File: config.mk
export PLATFORM = sky130hd
export DESIGN_NAME = data_mem_ctrl
export DESIGN_NICKNAME = d
export VERILOG_FILES = /design/src/rtl/data_mem_ctrl.sv
export SDC_FILE = /design/constraint.sdc
export NUM_CORES = 1
export LEC_CHECK = 0
export ABC_AREA = 1
export BUFFER_PORTS_ARGS = -buffer_cell sky130_fd_sc_hd__buf_2
export CORE_ASPECT_RATIO = 2
export CORE_MARGIN = 2
export CORE_UTILIZATION = 40
export CTS_CLUSTER_SIZE = 14
export DETAILED_ROUTE_END_ITERATION = 10
export GPL_TIMING_DRIVEN = 0
export PLACE_DENSITY = 0.69
export SYNTH_ARGS = -nofsm -noshare
export SYNTH_HDL_FRONTEND = slang
export SYNTH_SLANG_ARGS = --single-unit
File: constraint.sdc
create_clock -name clk -period 2.6 [get_ports clk]
set_clock_uncertainty 0.2 [all_clocks]
set_input_delay 0.26 -clock clk [delete_from_list [all_inputs] [get_ports clk]]
set_output_delay 0.26 -clock clk [all_outputs]
set_load 0.1 [all_outputs]
File: src/rtl/data_mem_ctrl.sv
// Purpose : M-stage data memory controller; formats loads/stores by func3 and runs a req/ack bus transaction.
// Latency : IDLE -> REQ (until mem_ack or TIMEOUT cycles) -> DONE (1 cycle); a 1-cycle ack gives 2 stall cycles.
// Backpressure: stallM holds the pipeline from the IDLE accept cycle through the last REQ cycle; released in DONE.
// Ports   : pipeline side memReadM/memWriteM/func3M/addrM/writeDataM in, readDataM/stallM/faultM out;
//           bus side mem_req/mem_we/mem_addr/mem_wdata/mem_be out, mem_rdata/mem_ack in. rst is async active-low.
module data_mem_ctrl #(
   parameter int TIMEOUT = 16,
   parameter int CNT_W   = 5
) (
   input  logic        clk,
   input  logic        rst,
   input  logic        memReadM,
   input  logic        memWriteM,
   input  logic [2:0]  func3M,
   input  logic [31:0] addrM,
   input  logic [31:0] writeDataM,
   output logic [31:0] readDataM,
   output logic        stallM,
   output logic        faultM,
   output logic        mem_req,
   output logic        mem_we,
   output logic [31:0] mem_addr,
   output logic [31:0] mem_wdata,
   output logic [3:0]  mem_be,
   input  logic [31:0] mem_rdata,
   input  logic        mem_ack
);

   typedef enum logic [1:0] {IDLE, REQ, DONE} state_t;

   state_t             state, state_nxt;
   logic [CNT_W-1:0]   cnt;
   logic [31:0]        addr_q, wdata_q, rdata_q;
   logic [3:0]         be_q;
   logic [2:0]         f3_q;
   logic [1:0]         off_q;
   logic               we_q, tmo_q;

   logic               access, f3_ok, misalign, legal;
   logic               ack_hit, tmo_hit;
   logic [3:0]         be_nxt;
   logic [31:0]        wdata_nxt, lane, ext;

   // ---------------- request decode ----------------
   assign access = memReadM | memWriteM;

   // Unsigned loads have no store counterpart; a store with both flags set wins over the load.
   always_comb begin
      f3_ok = 1'b0;
      case (func3M)
         3'b000, 3'b001, 3'b010: f3_ok = 1'b1;
         3'b100, 3'b101:         f3_ok = ~memWriteM;
         default:                f3_ok = 1'b0;
      endcase
   end

   // func3[1:0] encodes size for both signed and unsigned variants.
   assign misalign = ((func3M[1:0] == 2'b01) && addrM[0]) ||
                     ((func3M[1:0] == 2'b10) && (addrM[1:0] != 2'b00));
   assign legal    = access & f3_ok & ~misalign;

   always_comb begin
      be_nxt = 4'b0000;
      if (memWriteM) begin
         case (func3M[1:0])
            2'b00:   be_nxt = 4'b0001 << addrM[1:0];
            2'b01:   be_nxt = 4'b0011 << addrM[1:0];
            default: be_nxt = 4'b1111;
         endcase
      end
   end

   assign wdata_nxt = memWriteM ? (writeDataM << {addrM[1:0], 3'b000}) : 32'h0;

   // Ack takes priority over a timeout landing in the same cycle.
   assign ack_hit = (state == REQ) && mem_ack;
   assign tmo_hit = (state == REQ) && !mem_ack && (cnt == CNT_W'(TIMEOUT - 1));

   // ---------------- FSM: state register ----------------
   always_ff @(posedge clk or negedge rst) begin
      if (!rst) state <= IDLE;
      else      state <= state_nxt;
   end

   // ---------------- FSM: next state ----------------
   always_comb begin
      state_nxt = state;
      case (state)
         IDLE:    if (legal) state_nxt = REQ;
         REQ:     if (ack_hit || tmo_hit) state_nxt = DONE;
         DONE:    state_nxt = IDLE;
         default: state_nxt = IDLE;
      endcase
   end

   // ---------------- transaction datapath ----------------
   always_ff @(posedge clk or negedge rst) begin
      if (!rst) begin
         cnt     <= '0;
         addr_q  <= 32'h0;
         wdata_q <= 32'h0;
         rdata_q <= 32'h0;
         be_q    <= 4'h0;
         f3_q    <= 3'h0;
         off_q   <= 2'h0;
         we_q    <= 1'b0;
         tmo_q   <= 1'b0;
      end else if (state == IDLE) begin
         cnt <= '0;
         if (legal) begin
            addr_q  <= {addrM[31:2], 2'b00};
            wdata_q <= wdata_nxt;
            rdata_q <= 32'h0;
            be_q    <= be_nxt;
            f3_q    <= func3M;
            off_q   <= addrM[1:0];
            we_q    <= memWriteM;
            tmo_q   <= 1'b0;
         end
      end else if (state == REQ) begin
         cnt <= cnt + 1'b1;
         if (ack_hit) rdata_q <= mem_rdata;
         if (tmo_hit) tmo_q   <= 1'b1;
      end
   end

   // ---------------- load extraction ----------------
   assign lane = rdata_q >> {off_q, 3'b000};

   always_comb begin
      ext = lane;
      case (f3_q)
         3'b000:  ext = {{24{lane[7]}},  lane[7:0]};
         3'b001:  ext = {{16{lane[15]}}, lane[15:0]};
         3'b100:  ext = {24'h0, lane[7:0]};
         3'b101:  ext = {16'h0, lane[15:0]};
         default: ext = lane;
      endcase
   end

   // ---------------- FSM: outputs ----------------
   // Bus outputs are gated by REQ so they read 0 everywhere else, including straight out of reset.
   always_comb begin
      mem_req   = 1'b0;
      mem_we    = 1'b0;
      mem_addr  = 32'h0;
      mem_wdata = 32'h0;
      mem_be    = 4'h0;
      stallM    = 1'b0;
      faultM    = 1'b0;
      readDataM = 32'h0;
      case (state)
         IDLE: begin
            stallM = legal;
            faultM = access & ~legal;
         end
         REQ: begin
            mem_req   = 1'b1;
            mem_we    = we_q;
            mem_addr  = addr_q;
            mem_wdata = wdata_q;
            mem_be    = be_q;
            stallM    = 1'b1;
         end
         DONE: begin
            faultM = tmo_q;
            if (!we_q && !tmo_q) readDataM = ext;
         end
         default: ;
      endcase
   end

endmodule
==> impl_metrics.ini <==
[synthesis]
synth_area_um2 = 6390
synth_xor_area_share_pct = 0.137
syn_inst = 942
yosysWarnings = 0
ys_seq_area_share_pct = 43.9
synth_top_family_by_area = simple AND/OR/NAND/NOR gates
synth_cell_types = 30
synth_edf_count = 0
synth_fa_ha_area_share_pct = 0.392
yosys-top-cells-count = nand2_1, dfrtp_1, inv_1
post_synth.cell_area_avg_um2 = 6.78
synthTopCellsByArea = dfrtp_1, nand2_1, nand3_1
synth-simple-area-share_pct = 35.0
synth.most_common_cell = nand2_1
yosysTopAreaCellShare_pct = 43.9
async_flop_share_pct = 100
synth_flop_cell = dfrtp_1
synth_compound_area_share_pct = 9.15
synthMuxAreaShare_pct = 0
ys_seq_elements = 112
synth_top_area_cell = dfrtp_1

[clock_tree]
clk_path_buf_depth = 2
htreeDepth = 3
clkSlewWorstSetupHoldPaths_ns = 0.08
cts_tree = built
root_buffer = clkbuf_16
clk_latency_ns = 0.35
numCtsBuffers = 9
cts_sinks = 112

[global_routing]
grt_max_degree = 59
grt_pass1_wl_um = 35900
antenna_found_initial = 2
grt_use_total_pct = 27.2
grt.overflow.total = 0
grt_pass1_vias = 7067

[finish]
area_delta_synth_final_pct = 49.2
fillCellCount = 1481
nNetsFinal = 1332
drive_gt1_share_pct = 30.7
finalInstanceArea_um2 = 9530

[power_and_ir_drop]
ir_drop_uv = 392
pwr-share-seq_pct = 33.0
sw_frac_of_total_pct = 49.4
p_comb_share_pct = 48.8
cellLeakagePower_nw = 4.81
power_density_nw_per_um2 = 793
pwr-share-clk_pct = 18.2
finalPower_mw = 7.55
p_sw_mw = 3.73
power.internal_mw = 3.82

[place]
post_dp_cell_area_um2 = 8280
gp_congestion = 0.948
port_buffers = 204
dp_slack_ns = 0.0294
dp_hpwl_um = 17500

[critical_path]
crit_fanout = 10
worst-path-buf-inv = 4
worst_setup_path_end_kind = output pin
crit_type = reg -> out
crit_family = buffers and inverters
required_ns = 2.14
crit_chain = buf_2 > inv_2 > buf_2 > nand2_1 > nand3_1 > nand3_1 > a21oi_1 > buf_6
cp_slowest_cell = dfrtp_1
startpoint_type = register
slowest_delay_ns = 0.35
crit_arrival_ns = 2.11

[routing]
routed_wl_um = 23100
routed_via_density = 4.90
postRouteAntennaNets = 0
dr.pass1.iters = 5
top_layer_used = met5
drc = 0
vias = 7015
routedWlPerCell_um = 16.1
wl_met1_um = 8020
wl_met2_um = 13000
drt_first_iter_violations = 340
wl_met3_um = 961

[status]
status = finished clean

[timing]
finalWorstSetupSlack_ns = 0.0322
tightest_slew_ns = 0.590
fmax_mhz = 389
setup_violations = 0
fin_crit_ns = 2.57
fin_hold_ws_ns = 0.0295
final_hold_viol_count = 0
rsz0062_at_grt = true
drv_slew = 0
period_share_pct = 98.8
max-slew-margin-rel_pct = 60.6

[floorplanning]
rows = 65
ioPinCount = 208
fp.dieW_um = 93.3
die_area_um2 = 17100
core-area_um2 = 15700
start_util_pct = 40.7
die_h_um = 183

[hold_path]
hold_class = in -> reg

[run]
maxCapViolations = 0
-- sequential cells by signal, summed over array words and instances, names as in the netlist --
register / flops
wdata_q: 32
cnt: 5
addr_q: 30
we_q: 1
rdata_q: 32
tmo_q: 1
off_q: 2
state: 2
be_q: 4
f3_q: 3
-- what timing repair did --
item,4_1_cts,5_1_grt
buffers inserted,0,2
pin swaps,1,2
hold endpoints to repair,118,0
hold buffers,65,0
endpoints found under the setup margin,30,67
gates resized for setup,52,52
-- final timing paths --
| check | from | end | slack (ns) | cells after the start |
|---|---|---|---|---|
| setup / recovery | off_q[0]$_DFFE_PN0P_ | readDataM[12] | 0.03 | 8 |
| hold / removal | writeDataM[7] | wdata_q[7]$_DFFE_PN0P_ | 0.03 | 3 |
| setup reg to reg | state[0]$_DFFE_PN0P_ | rdata_q[17]$_DFFE_PN0P_ | 0.60 | 7 |
| hold reg to reg | addr_q[3]$_DFFE_PN0P_ | addr_q[3]$_DFFE_PN0P_ | 0.28 | 2 |
| max in group asynchronous | rst | state[1]$_DFFE_PN0P_ | 1.28 | 3 |
| min in group asynchronous | rst | wdata_q[9]$_DFFE_PN0P_ | 0.23 | 2 |
-- worst reg2reg max path, cell delays in order, from the launching register on --
cell	delay, ns
dfrtp_1	0.41
inv_1	0.10
nor2_4	0.16
inv_2	0.14
nor2_4	0.23
buf_1	0.46
nand2_1	0.15
nand2_1	0.10
-- through the flow --
stage                     std cells  utilization [%]  setup TNS (ns)
after detailed placement       1349             52.8               0
after CTS                      1430             59.7               0
after floorplan                 943                -           -1.86
after global routing           1433             60.7        -0.00435
after global placement         1348             52.5          -38.25
final                          1433             60.7               0
-- layer usage --
| metal | up-vias | track usage (%) |
|---|---|---|
| met5 | - | 0 |
| met4 | 2 | 13.6 |
| met3 | 67 | 3.96 |
| met2 | 238 | 52.7 |
| met1 | 3232 | 27.2 |
| li1 | 3476 | - |
-- power groups by stage --
stage | combinational [mW] | sequential, mW | clock (mW)
detailed placement | 3.48 | 2.52 | 0
floorplan | 2.79 | 2.42 | 0
global placement | 3.46 | 2.50 | 0
CTS | 3.62 | 2.48 | 1.40
finish | 3.68 | 2.49 | 1.38
global route | 3.96 | 2.54 | 1.46
-- final cells by class --
type | count | area (um^2) | area share (%)
sequential | 112 | 2800 | 29.4
clock buffer | 10 | 229 | 2.40
clock inverter | 6 | 61.3 | 0.644
buffer | 62 | 350 | 3.68
antenna | 1 | 2.50 | 0.0263
multi-input combinational | 663 | 3460 | 36.3
timing repair buffer | 272 | 1960 | 20.6
inverter | 106 | 403 | 4.23
tap | 201 | 251 | 2.64
-- placed cells by master (no fill, tap or decap), types with 18 or more instances in the layout --
cell,n
dlygate4sd3_1,65
inv_1,96
dfrtp_1,111
buf_2,162
buf_6,21
a21oi_1,30
buf_4,18
nor2_1,19
nor2_4,69
nand2_1,344
clkbuf_4,41
o21ai_0,68
nand3_1,77
-- logic make-up after synthesis --
logic type	Yosys count
adders and majority gates	2
DFF	112
and+or+nand+nor	544
buffers and inverters	168
other	1
xor gates and xnor gates	1
AOI/OAI and AO/OA	114
Note: power is estimated with default switching activity, not from simulation.
